[src/rtl/deser_stream_pkg.sv]
// Shared types and elaboration helpers for the deser_stream packer.
package deser_stream_pkg;

  typedef enum logic {
    ST_FILL,
    ST_PEND
  } deser_state_e;

  function automatic int beats(input int data_o_w, input int data_i_w);
    return data_o_w / data_i_w;
  endfunction

  function automatic int cnt_w(input int n_beats);
    return $clog2(n_beats + 1);
  endfunction

  // A beat must tile the word exactly and a word needs at least two beats.
  function automatic bit widths_ok(input int data_o_w, input int data_i_w);
    return (data_i_w > 0) && (data_o_w % data_i_w == 0) && (data_o_w / data_i_w >= 2);
  endfunction

endpackage

[src/rtl/deser_stream_out_reg.sv]
// One-deep output word register with valid/ready toward the sink.
module deser_stream_out_reg #(
  parameter int DATA_O_W = 16,
  parameter int CNT_W    = 5
) (
  input  logic                clk_i,
  input  logic                srst_n_i,
  input  logic                load,
  input  logic [DATA_O_W-1:0] load_data,
  input  logic [CNT_W-1:0]    load_cnt,
  output logic                full,
  output logic                drain,
  output logic [DATA_O_W-1:0] deser_data_o,
  output logic [CNT_W-1:0]    deser_cnt_o,
  output logic                deser_data_val_o,
  input  logic                deser_data_rdy_i
);

  assign full  = deser_data_val_o;
  assign drain = deser_data_val_o && deser_data_rdy_i;

  // NOTE: state is assigned with <= so every register samples pre-edge values.
  always_ff @(posedge clk_i) begin
    if (!srst_n_i) begin
      deser_data_o     <= '0;
      deser_cnt_o      <= '0;
      deser_data_val_o <= 1'b0;
    end else if (load) begin
      deser_data_o     <= load_data;
      deser_cnt_o      <= load_cnt;
      deser_data_val_o <= 1'b1;
    end else if (drain) begin
      deser_data_val_o <= 1'b0;
    end
  end

endmodule

[src/rtl/deser_stream.sv]
// deser_stream: ready/valid serial-to-parallel packer, first beat lands in the MSBs.
// Define DESER_STREAM_FLUSH_EN to let data_last_i close a partial word early.
module deser_stream
  import deser_stream_pkg::*;
#(
  parameter int  DATA_I_W = 1,
  parameter int  DATA_O_W = 16,
  localparam int BEATS    = beats(DATA_O_W, DATA_I_W),
  localparam int CNT_W    = cnt_w(BEATS)
) (
  input  logic                clk_i,
  input  logic                srst_n_i,
  input  logic [DATA_I_W-1:0] data_i,
  input  logic                data_val_i,
  input  logic                data_last_i,
  output logic                data_rdy_o,
  output logic [DATA_O_W-1:0] deser_data_o,
  output logic [CNT_W-1:0]    deser_cnt_o,
  output logic                deser_data_val_o,
  input  logic                deser_data_rdy_i
);

  if (!widths_ok(DATA_O_W, DATA_I_W)) begin : g_bad_widths
    $error("deser_stream: DATA_I_W must divide DATA_O_W into at least two beats");
  end

  deser_state_e        state_q, state_d;
  logic [DATA_O_W-1:0] acc_q, acc_d, word, load_data;
  logic [CNT_W-1:0]    cnt_q, cnt_d, done_cnt, load_cnt;
  logic                accept, word_done, flush_hit;
  logic                load, out_full, out_drain, out_free;

  assign data_rdy_o = srst_n_i && (state_q == ST_FILL);
  assign accept     = data_val_i && data_rdy_o;
  assign out_free   = !out_full || out_drain;
  assign word_done  = (cnt_q == CNT_W'(BEATS - 1)) || flush_hit;

`ifdef DESER_STREAM_FLUSH_EN
  assign flush_hit = data_last_i;
  assign done_cnt  = cnt_q + CNT_W'(1);
`else
  logic unused_last;
  assign unused_last = data_last_i;
  assign flush_hit   = 1'b0;
  assign done_cnt    = CNT_W'(BEATS);
`endif

  // While a word is pending, cnt_q holds its beat count rather than a write index.
  // NOTE: every always_comb output gets a default first so no latch is inferred.
  always_comb begin
    word = acc_q;
    for (int k = 0; k < BEATS; k++) begin
      if (cnt_q == CNT_W'(k)) word[DATA_O_W-1-k*DATA_I_W -: DATA_I_W] = data_i;
    end

    state_d   = state_q;
    acc_d     = acc_q;
    cnt_d     = cnt_q;
    load      = 1'b0;
    load_data = word;
    load_cnt  = done_cnt;

    unique case (state_q)
      ST_FILL: begin
        if (accept) begin
          if (!word_done) begin
            acc_d = word;
            cnt_d = cnt_q + CNT_W'(1);
          end else if (out_free) begin
            load  = 1'b1;
            acc_d = '0;
            cnt_d = '0;
          end else begin
            state_d = ST_PEND;
            acc_d   = word;
            cnt_d   = done_cnt;
          end
        end
      end
      ST_PEND: begin
        load_data = acc_q;
        load_cnt  = cnt_q;
        if (out_free) begin
          load    = 1'b1;
          state_d = ST_FILL;
          acc_d   = '0;
          cnt_d   = '0;
        end
      end
    endcase
  end

  always_ff @(posedge clk_i) begin
    if (!srst_n_i) begin
      state_q <= ST_FILL;
      acc_q   <= '0;
      cnt_q   <= '0;
    end else begin
      state_q <= state_d;
      acc_q   <= acc_d;
      cnt_q   <= cnt_d;
    end
  end

  deser_stream_out_reg #(
    .DATA_O_W(DATA_O_W),
    .CNT_W   (CNT_W)
  ) u_out_reg (
    .clk_i           (clk_i),
    .srst_n_i        (srst_n_i),
    .load            (load),
    .load_data       (load_data),
    .load_cnt        (load_cnt),
    .full            (out_full),
    .drain           (out_drain),
    .deser_data_o    (deser_data_o),
    .deser_cnt_o     (deser_cnt_o),
    .deser_data_val_o(deser_data_val_o),
    .deser_data_rdy_i(deser_data_rdy_i)
  );

endmodule

[config.mk]
export PLATFORM = sky130hd
export DESIGN_NAME = deser_stream
export DESIGN_NICKNAME = d
export VERILOG_FILES = /design/src/rtl/deser_stream_pkg.sv /design/src/rtl/deser_stream_out_reg.sv /design/src/rtl/deser_stream.sv
export SDC_FILE = /design/constraint.sdc
export NUM_CORES = 1
export LEC_CHECK = 0
export ABC_AREA = 0
export BUFFER_PORTS_ARGS = -buffer_cell sky130_fd_sc_hd__buf_2
export CELL_PAD_IN_SITES_DETAIL_PLACEMENT = 0
export CELL_PAD_IN_SITES_GLOBAL_PLACEMENT = 1
export CORE_ASPECT_RATIO = 0.75
export CORE_MARGIN = 4
export CORE_UTILIZATION = 40
export CTS_CLUSTER_DIAMETER = 50
export CTS_CLUSTER_SIZE = 40
export DETAILED_ROUTE_END_ITERATION = 16
export PLACE_DENSITY = 0.73
export SYNTH_ARGS = -nofsm -noshare
export SYNTH_HDL_FRONTEND = slang
export SYNTH_SLANG_ARGS = --single-unit
[constraint.sdc]
create_clock -name clk_i -period 1.6 [get_ports clk_i]
set_input_delay 0.16 -clock clk_i [delete_from_list [all_inputs] [get_ports clk_i]]
set_output_delay 0.16 -clock clk_i [all_outputs]
set_load 0.02 [all_outputs]
* Word level (Yosys, flattened, before mapping)
Cells that the tools add are included.
Widths: inputs -> output; s select.
** Storage, ports and cells
- Logic and storage cells :: 71
- Register bits :: 44
- Memory bits (writable) :: 0
- Memory bits (read-only) :: 0
- Output and inout port bits :: 23
- Latch bits :: 0
- Input bits :: 6
- Memories kept :: 0
** Operators by class
- Shift operators :: 0
- Equality and inequality tests :: 17
- $add $sub $neg :: 1
- Reductions and logical operators :: 8
- Multipliers :: 0
- Bitwise gates (word level) :: 1
- Div/mod/pow operators :: 0
- Mux-type cells :: 38
- $lt $le $gt $ge :: 0
** Operators with widths (count)
- $mux 16 :: 5
- $eq 5x4->1 const B :: 8
- $pmux 16 s2 :: 1
- $mux 5 :: 5
- $mux 1 :: 24
- $eq 5x3->1 const B :: 4
- $eq 5x2->1 const B :: 2
- $pmux 5 s2 :: 1
- $add 5x1->5 const B :: 1
- $eq 5x1->1 const B :: 1
- $logic_not 5->1 :: 1
- $pmux 1 s2 :: 2
- $logic_and 1x1->1 :: 3
- $ne 2x1->1 const B :: 1
- $ne 2x2->1 const B :: 1
- $reduce_and 2->1 :: 1
- $reduce_bool 2->1 :: 1
- $logic_not 1->1 :: 1
- $logic_or 1x1->1 :: 1
- $not 1->1 :: 1

* Longest topological paths before layout
Gate-level depths: netlist of the first run.
- Depth after elaboration :: 7
- Gate-level depth with buffers :: 7
- Gate-level depth less buffers :: 6

* Hierarchy
Synthesis of the first run repeated with hierarchy kept, for this count alone.
** Second synthesis, totals
- Cells, all modules :: 260
- Area, all modules :: 2371.0 um2
** By module, submodules not included
- deser_stream :: area an instance 1502.7 um2, cells an instance 187, sequential area each 440.4 um2, instances 1
- deser_stream_out_reg :: area an instance 868.3 um2, cells an instance 73, sequential area each 440.4 um2, instances 1

* Worst setup path after synthesis of the first run
OpenSTA, ideal clock, no wires.
- Path kind :: register -> register
- Start point :: reg cnt_q[0]
- End point :: reg u_out_reg.deser_data_o[10]
- Data arrival time :: 1.568 ns
- Data required time :: 1.461 ns
- Cell stages (with the launch flop) :: 8
- Setup slack :: -0.107 ns
- Clock period less this slack :: 1.707 ns
- Setup time :: 0.139 ns
- Buffers on the path :: 2
- Path through :: dfxtp_1 ha_1 buf_4 nand4b_4 or3_4 nand2_8 buf_12 a211oi_2
** Between the ends
- Word-level cells in the longest chain between the ends :: 4
- Elaborated cells on any way between the ends :: 7
- Those cells by class :: eq/ne (2); mux (5)
** RTL lines
- start: declaration :: RTL line deser_stream.sv:29 : logic [CNT_W-1:0] cnt_q, cnt_d, done_cnt, load_cnt;
- start signal: assignment :: RTL line deser_stream.sv:101 : cnt_q <= cnt_d;
- $eq 5x4->1 :: RTL line deser_stream.sv:36 : assign word_done = (cnt_q == CNT_W'(BEATS - 1)) || flush_hit;
- $mux 1 :: RTL line deser_stream.sv:66 : if (!word_done) begin
- $mux 1 :: RTL line deser_stream.sv:65 : if (accept) begin
- $pmux 1 s2 :: RTL line deser_stream.sv:63 : unique case (state_q)
- end signal: assignment :: RTL line deser_stream_out_reg.sv:29 : deser_data_o <= load_data;
- end: declaration :: RTL line deser_stream_out_reg.sv:13 : output logic [DATA_O_W-1:0] deser_data_o,
Parallel ways exist; a longest one is shown, timed or not.
A chain may end at the register's enable or synchronous reset.

* Worst setup path in the final report of the first run
- Start point :: reg cnt_q[1]
- End point :: reg u_out_reg.deser_cnt_o[4]
** Between the ends
- Word-level cells in the longest chain between the ends :: 4
** RTL lines
- $eq 5x4->1 :: RTL line deser_stream.sv:36
- $mux 1 :: RTL line deser_stream.sv:66
- $mux 1 :: RTL line deser_stream.sv:65
- $pmux 1 s2 :: RTL line deser_stream.sv:63
- end signal: assignment :: RTL line deser_stream_out_reg.sv:30 : deser_cnt_o <= load_cnt;
- end: declaration :: RTL line deser_stream_out_reg.sv:14 : output logic [CNT_W-1:0] deser_cnt_o,
No other way between the ends.

==> results of run 1 <==
==> logic make-up (layout without fill, tap and decap cells) <==
family / Yosys count / count (layout) / synth area share, %
compound gates: 88 / 88 / 26.3
xor+xnor: 1 / 1 / 0.361
mux: 4 / 4 / 1.65
flops: 44 / 44 / 36.3
fa+ha+maj: 4 / 4 / 2.06
buf+inv: 30 / 81 / 8.40
simple gates: 98 / 99 / 24.9
==> worst max path at each step <==
stage,depth (start not counted),start,endpoint,slack (ps)
3_5_place_dp,6,cnt_q[1],u_out_reg.deser_data_o[14],30
2_1_floorplan,7,cnt_q[1],u_out_reg.deser_data_o[10],-10
4_1_cts,6,cnt_q[1],u_out_reg.deser_data_o[14],20
3_3_place_gp,6,cnt_q[1],u_out_reg.deser_data_o[14],50
6_report,5,cnt_q[1],u_out_reg.deser_cnt_o[4],40
5_1_grt,6,cnt_q[1],u_out_reg.deser_data_o[14],-20
==> final cells by class <==
type	instances	area (um2)	area share [%]
Sequential cell	44	890	29.9
Inverter	5	18.8	0.630
Multi-Input combinational cell	196	1400	47.0
Clock inverter	3	23.8	0.798
Tap cell	78	97.6	3.28
Timing Repair Buffer	68	480	16.1
Clock buffer	5	68.8	2.31
==> power breakdown <==
group | leakage [uW] | switching [uW] | internal, uW
Combinational | 0.000712 | 100 | 65.5
Clock | 0.0000404 | 408 | 310
Sequential | 0.000357 | 5.66 | 1100
==> stage by stage <==
step | setup slack (ps) | utilization [%] | hold WS [ps]
floorplan | -10.8 | - | 376
global placement | 48.6 | 48.5 | 456
detailed placement | 31.1 | 48.5 | 463
CTS | 15.1 | 50.1 | 181
global route | -15.4 | 50.9 | 188
finish | 44.7 | 50.9 | 190
==> placed cells by master, fill, tap and decap left out, types with 4 or more instances in the layout <==
cell	instances
a211oi_2	10
inv_1	5
dfxtp_1	41
buf_2	27
a21oi_1	24
clkbuf_8	5
a32oi_1	4
mux2i_1	4
nand3_1	10
nor3_1	21
nand2_1	18
nand2b_1	6
nor2_1	8
a211oi_1	8
buf_4	38
o21ai_0	19
nand4_1	7
==> state kept, by name, summed over array words and instances, names as in the netlist <==
name	count
acc_q	16
cnt_q	5
state_q	1
u_out_reg.deser_cnt_o	5
u_out_reg.deser_data_o	16
u_out_reg.deser_data_val_o	1
==> metal layers <==
| layer | track usage (%) | up-vias |
|---|---|---|
| met1 | 26.4 | 1068 |
| li1 | - | 1110 |
| met4 | 1.54 | 0 |
| met3 | 3.66 | 2 |
| met2 | 30.4 | 50 |
| met5 | 0 | - |
==> worst max-delay path, delay by kind of cell, from the launching register on <==
kind,cells,cell delay (ps)
AND/OR/NAND/NOR,3,760
AO/OA/AOI/OAI,1,200
flip-flops,1,380
adder cells (fa/ha/maj),1,160
==> what timing repair did <==
action,in CTS,in global routing
endpoints found under the hold margin,0,0
endpoints found under the setup margin,0,13
gates resized for setup,0,7
==> impl_metrics.toml, run 1 <==
[outcome]
status = "finished, final reports clean"

[placement]
placedCellCount = 390
gp_congestion = 0.797
hpwl_um = 4960
placed_cell_area_um2 = 2840
io_buffers = 27

[hold_path]
holdPathStages = 2
min_from = "srst_n_i"
holdPathEnd = "u_out_reg.deser_data_o[14]"
hp-class = "input pin to flip-flop"

[final_layout]
final_cell_area_um2 = 2980
nFillCells = 566
drive_gt1_share_pct = 34.9
num_antenna_cells = 0
area.growth.synth_to_final_pct = 22.6
finish.net_count = 330
fin_cells = 399

[global_route]
antenna_found_initial = 0
grt_pass1_wl_um = 11000
grt_max_degree = 21
grt-ovfl-total = 0
first_global_vias = 2171
gr-usage-all-layers_pct = 18.4

[power]
finalPower_uw = 1990
powerDensity_nw_per_um2 = 667
p_leak_uw = 0.00111
peakVddDrop_uv = 517

[synth]
syn_inst = 269
netlist.area_leader.share_pct = 36.3
syn-num-nets = 279
ys_types = 54
synth_ff_type = "dfxtp_1"
synth-async-reset-ratio_pct = 0
yosysWarnings = 0
ys_ff_latch = 44
syn_area_um2 = 2430
yosysTopAreaCell = "dfxtp_1"
synth_enable_flop_cells = 0
ys_seq_area_share_pct = 36.3
yosysMostFrequentCell = "dfxtp_1"
synth_common_cells = "dfxtp_1 (44), a21oi_1 (24), nor3_1 (22), o21ai_0 (19), nand2_1 (18)"
syn_area_per_cell_um2 = 9.03
synthTopCellsByArea = "dfxtp_1 (36%), a21oi_1 (4.9%), a211oi_2 (4.6%), nor3_1 (4.5%), o21ai_0 (3.9%)"

[setup_path]
crit_chain = "ha_4, nand4b_4, or3_4, nand2_8, o221a_1"
cpPeakStageDelay_ps = 480
arrival_ps = 1790
slowest_stage = "or3_4"
r2r_setup_slack_ps = 40
cp_max_fo = 8
timing.rr.end = "u_out_reg.deser_cnt_o[4]"
rr_startpoint = "cnt_q[1]"
r2r_cells = 5
setup.worst_path.start_class = "flip-flop"
worstPathRequired_ps = 1840
end_kind = "flip-flop"
path_class = "flip-flop to flip-flop"

[timing]
rsz0062_at_grt = "yes"
max_clock_freq_mhz = 643
drv_slew = 0
max_slew.worst_pin.slew_ps = 338
timing.setup.tns_ps = 0
finClkSkew_ps = 5.26
fin_crit_sh_pct = 97.2
setup_viol = 0
finalHoldViolCount = 0
slew_headroom_pct = 77.5
min_period_ps = 1560

[detailed_routing]
drt-pass1-iter-count = 4
met2_length_um = 2940
wl_met1_um = 3400
drc = 0
wl_met3_um = 337
highest_layer = "met4"
drt_iter0_drc = 203
post_drt_wl_per_cell_um = 16.7
detail_route.vias_per_cell = 5.59
ant_nets = 0
routed_wl_um = 6680
num_vias = 2230

[floorplanning]
row_count = 24
die_area_um2 = 7400
die_w_um = 98.0
ioPinCount = 29
die_y_um = 75.5
core_area_um2 = 5860
initial_utilization_pct = 41.5

[cts]
cts.sinks = 44
cts_hold_buf = 0
clockBufferDepth = 2
clk_latency_ps = 290
post_cts_buffers = 0
cts_buffers = 5
clockRootBuffer = "clkbuf_8"
cts.reportedPaths.clkPinSlew_ps = 90
cts_max_level = 2
cts_tree = "done"

[run]
maxCapViolCount = 0
Note: power is estimated with default switching activity, not from simulation.
==> run 2, diff against run 1 <==
==> constraint.sdc (replaced) <==
create_clock -name clk_i -period 1.6 [get_ports clk_i]
set_input_delay 0.32 -clock clk_i [delete_from_list [all_inputs] [get_ports clk_i]]
set_output_delay 0.32 -clock clk_i [all_outputs]
set_load 0.02 [all_outputs]
==> run 2 against run 1 <==
Effect of this change: sequential power barely moved; largest cell class unchanged; via count rose by 2.1%; clock-buffer cell count rose by 3; critical endpoint unchanged; combinational power rose by 6%; maximum frequency rose by 2.1%; register-to-register slack improved by 30 ps.
==> impl_metrics.toml, run 2 (synthesized netlist as in run 1, its figures left out) <==
[outcome]
status = "finished, final reports clean"

[detailed_routing]
ant_nets = 0
post_drt_wl_per_cell_um = 17.4
detail_route.vias_per_cell = 5.71
routed_wl_um = 6950
drt-pass1-iter-count = 4
num_vias = 2277
drt_iter0_drc = 156
drc = 0

[setup_path]
r2r_cells = 5
arrival_ps = 1770
r2r_setup_slack_ps = 80
cp_max_fo = 8
setup.worst_path.start_class = "flip-flop"
end_kind = "flip-flop"
worstPathRequired_ps = 1840
path_class = "flip-flop to flip-flop"

[cts]
cts_max_level = 2
clockRootBuffer = "clkbuf_8"
clk_latency_ps = 300
cts.reportedPaths.clkPinSlew_ps = 80
post_cts_buffers = 0
cts_hold_buf = 0
clockBufferDepth = 2
cts.sinks = 44
cts_buffers = 5
cts_tree = "done"

[final_layout]
num_antenna_cells = 0
reg.largest.list = "acc_q (16), u_out_reg.deser_data_o (16)"
final_cell_mix = "dfxtp_1 (40), buf_4 (35), buf_2 (27)"
final_common_cell = "dfxtp_1"
finish.net_count = 330
drive_gt1_share_pct = 35.2
area.growth.synth_to_final_pct = 25.3
fin_util_pct = 52.0

[power]
powerDensity_nw_per_um2 = 711
peakVddDrop_uv = 416
p_leak_uw = 0.00114
finalPower_uw = 2170

[timing]
holdWs_ps = 358
drv_slew = 0
max_slew.worst_pin.slew_ps = 323
slew_headroom_pct = 78.4
max_clock_freq_mhz = 657
fin_crit_sh_pct = 95.2
min_period_ps = 1520
timing.setup.tns_ps = 0
finClkSkew_ps = 10.7
rsz0062_at_grt = "yes"
finalHoldViolCount = 0
setup_viol = 0

[global_route]
first_global_vias = 2147
grt_max_degree = 21
grt_pass1_wl_um = 10900
gr-usage-all-layers_pct = 18.6
antenna_found_initial = 0
grt-ovfl-total = 0

[floorplanning]
die_y_um = 75.5
ioPinCount = 29
initial_utilization_pct = 41.5
die_area_um2 = 7400
die_w_um = 98.0
core_area_um2 = 5860
row_count = 24

[placement]
gp_congestion = 0.795
hpwl_um = 4960
io_buffers = 27

[hold_path]
holdPathStages = 3
hp-class = "input pin to flip-flop"

[run]
maxCapViolCount = 0
-- run 2: cell count changes in the layout (fill, tap and decap cells not counted), sizes merged --
cell      delta
clkbuf       +3
clkinv       -1
clkinvlp     -2
-- run 2: power breakdown --
part / total, uW / internal [uW] / switching [uW] / leakage [uW]
sequential: 1100 / 1100 / 6.45 / 0.000357
combinational: 175 / 71.9 / 104 / 0.000725
clock: 887 / 489 / 398 / 0.0000627
-- run 2: layer usage --
| metal | part of all wire [%] | vias to the layer above | track usage (%) |
|---|---|---|---|
| met2 | 45 | 46 | 30.3 |
| met3 | 4.4 | 9 | 4.12 |
| li1 | - | 1116 | - |
| met4 | 0.91 | 0 | 4.30 |
| met5 | 0 | - | 0 |
| met1 | 50 | 1106 | 25.5 |
-- run 2: stage by stage --
step	instances	setup slack (ps)	instance area (um2)
2_1_floorplan	269	-10.8	2450
3_3_place_gp	390	32.4	2870
3_5_place_dp	390	15.1	2870
4_1_cts	398	6.90	2990
5_1_grt	399	-5.93	3040
6_report	399	77.0	3040
-- run 2: what timing repair did --
item                                    CTS  global route
pin swaps                                 0             2
endpoints found under the setup margin    1            13
resized for setup                         1            14
gates cloned                              0             1
-- run 2: worst max-delay path: stages, from the launching register on --
cell      delay (ps)
dfxtp_4          390
ha_4             160
nand4b_4         140
or3_4            440
nand2_8          140
o221a_1          190
-- run 2: final timing paths --
| check | from | end |
|---|---|---|
| min reg2reg | u_out_reg.deser_cnt_o[2] | u_out_reg.deser_cnt_o[2] |
| max reg2reg | cnt_q[0] | u_out_reg.deser_cnt_o[4] |
| min | srst_n_i | u_out_reg.deser_data_o[1] |
| max | cnt_q[0] | u_out_reg.deser_cnt_o[4] |
-- run 2: layout make-up --
cell class | instances | area (um2)
inverter | 5 | 18.8
multi-input combinational | 196 | 1410
clock buffer | 8 | 121
timing repair buffer | 68 | 509
tap | 78 | 97.6
fill | 572 | 2810
sequential | 44 | 891
==> run 3, diff against run 2 <==
- ABC_AREA: 0 -> 1
- BUFFER_PORTS_ARGS: -buffer_cell sky130_fd_sc_hd__buf_2 -> -buffer_cell sky130_fd_sc_hd__buf_4
- CORE_UTILIZATION: 40 -> 37
==> run 3 against run 2 <==
Effect of this change: clock skew is 3.4 ps lower; register-to-register slack better by 40 ps; final cell count is 21% higher; core utilization is 5.0 points lower; worst setup slack better by 33 ps; wire length is 13% lower; via count is 1.2% lower; die area is 5.4% higher; critical endpoint is now data_rdy_o.
==> impl_metrics.toml, run 3 <==
[cts]
clockRootBuffer = "clkbuf_8"
cts_buffers = 5
clockBufferDepth = 2
post_cts_buffers = 0
cts_tree = "done"
cts.sinks = 44
cts_max_level = 2
cts.reportedPaths.clkPinSlew_ps = 90
clk_latency_ps = 300

[timing]
max_clock_freq_mhz = 671
fin_crit_sh_pct = 93.1
setup_viol = 0
finalHoldViolCount = 0
timing.setup.tns_ps = 0
slew_headroom_pct = 78.2
max_slew.worst_pin.slew_ps = 326
finClkSkew_ps = 7.32
drv_slew = 0
min_period_ps = 1490

[setup_path]
worstPathRequired_ps = 1280
path_class = "flip-flop to output pin"
cp_max_fo = 10
cp_common_cell = "buf_4"
crit_chain = "clkinv_4, buf_4, nand2_1, inv_1, buf_4"
end_kind = "output pin"
arrival_ps = 1170
setup.worst_path.start_class = "flip-flop"
slowest_stage = "dfxtp_2"
r2r_setup_slack_ps = 120
cpPeakStageDelay_ps = 400

[placement]
gp_congestion = 0.752
io_buffers = 27
hpwl_um = 4210
placed_cell_area_um2 = 2750
placedCellCount = 476

[final_layout]
final_cell_mix = "nand2_1 (113), nor2_1 (50), buf_4 (48)"
final_cell_area_um2 = 2950
drive_gt1_share_pct = 20.3
fin_cells = 484
fin_util_pct = 47.0
reg.largest.list = "acc_q (16), u_out_reg.deser_data_o (16)"
finish.net_count = 412
num_antenna_cells = 0
final_common_cell = "nand2_1"
area.growth.synth_to_final_pct = 24.1

[global_route]
gr-usage-all-layers_pct = 16.6
grt_pass1_wl_um = 10400
antenna_found_initial = 0
grt-ovfl-total = 0
first_global_vias = 2054
grt_max_degree = 27

[floorplanning]
die_y_um = 77.5
ioPinCount = 29
die_w_um = 101
row_count = 25
die_area_um2 = 7790
initial_utilization_pct = 37.9
core_area_um2 = 6290

[detailed_routing]
drt_iter0_drc = 164
ant_nets = 0
routed_wl_um = 6060
drt-pass1-iter-count = 4
post_drt_wl_per_cell_um = 12.5
drc = 0
detail_route.vias_per_cell = 4.65
num_vias = 2250

[synth]
yosysWarnings = 0
yosysTopAreaCell = "dfxtp_1"
synth_ff_type = "dfxtp_1"
synth-async-reset-ratio_pct = 0
syn_inst = 362
yosysMostFrequentCell = "nand2_1"
synthTopCellsByArea = "dfxtp_1 (37%), nand2_1 (18%), nor2_1 (8.7%), a21oi_1 (7.6%), nand3_1 (5.7%)"
ys_ff_latch = 44
netlist.area_leader.share_pct = 37.0
syn-num-nets = 372
ys_types = 27
syn_area_per_cell_um2 = 6.57
ys_seq_area_share_pct = 37.0
synth_common_cells = "nand2_1 (113), nor2_1 (55), dfxtp_1 (44), a21oi_1 (36), nand3_1 (27)"
synth_enable_flop_cells = 0
syn_area_um2 = 2380

[outcome]
status = "finished, final reports clean"

[power]
p_leak_uw = 0.00138
finalPower_uw = 2450
powerDensity_nw_per_um2 = 830
peakVddDrop_uv = 353

[run]
maxCapViolCount = 0

[hold_path]
hp-class = "input pin to flip-flop"
-- run 3: cell types whose count changed after synthesis, sizes merged, moves of 10 or more --
| cell | previous run | this run |
|---|---|---|
| a211oi | 18 | 1 |
| buf | 21 | 11 |
| inv | 5 | 28 |
| nand2 | 21 | 117 |
| nand3 | 10 | 29 |
| nor2 | 8 | 59 |
| nor3 | 23 | 0 |
| o21ai | 22 | 10 |
-- run 3: critical path: cells and delay by family (launching register included) --
family        cells  cell delay [ps]
buf+inv           4              410
simple gates      1               60
flops             1              400
-- run 3: routing by layer --
metal	vias up	routed length, um	track usage (%)
met1	986	3220	25.0
met3	4	307	3.32
met5	-	0	0
met4	0	29	2.42
li1	1219	-	-
met2	41	2500	24.8
-- run 3: final timing paths --
kind,from,endpoint,cells after the start
hold / removal,data_i,acc_q[0],3
setup / recovery,state_q,data_rdy_o,5
hold reg to reg,u_out_reg.deser_cnt_o[4],u_out_reg.deser_cnt_o[4],2
setup reg to reg,cnt_q[1],acc_q[6],11
-- run 3: kinds of logic after synthesis --
family	Yosys count	share of synthesized area [%]
AOI/OAI and AO/OA	48	10.3
and+or+nand+nor	217	40.0
buffers and inverters	47	9.83
adders and majority gates	4	2.10
xor gates and xnor gates	2	0.736
DFF	44	37.0
-- run 3: cell type report --
cell class	instances	area [um2]
Clock buffer	5	68.8
Clock inverter	3	90.1
Fill cell	663	3330
Inverter	30	118
Multi-Input combinational cell	271	1290
Sequential cell	44	888
Tap cell	81	101
Timing Repair Buffer	50	392
-- run 3: through the flow --
stage	setup WS (ps)	hold slack, ps
5_1_grt	-4.19	318
4_1_cts	27.3	323
3_5_place_dp	-67.4	460
2_1_floorplan	106	446
6_report	110	329
3_3_place_gp	-25.0	451
-- run 3: power by group --
| group | internal (uW) | total, uW | switching (uW) |
|---|---|---|---|
| Combinational | 54.6 | 159 | 104 |
| Clock | 781 | 1190 | 406 |
| Sequential | 1100 | 1100 | 5.39 |
| Total | 1930 | 2450 | 515 |
-- run 3: repair_timing --
| action | CTS | global route |
|---|---|---|
| pin swaps | 0 | 0 |
| gates resized for setup | 3 | 13 |
| hold buffers | 0 | 0 |
| gates cloned | 0 | 0 |
| endpoints found under the setup margin | 11 | 32 |
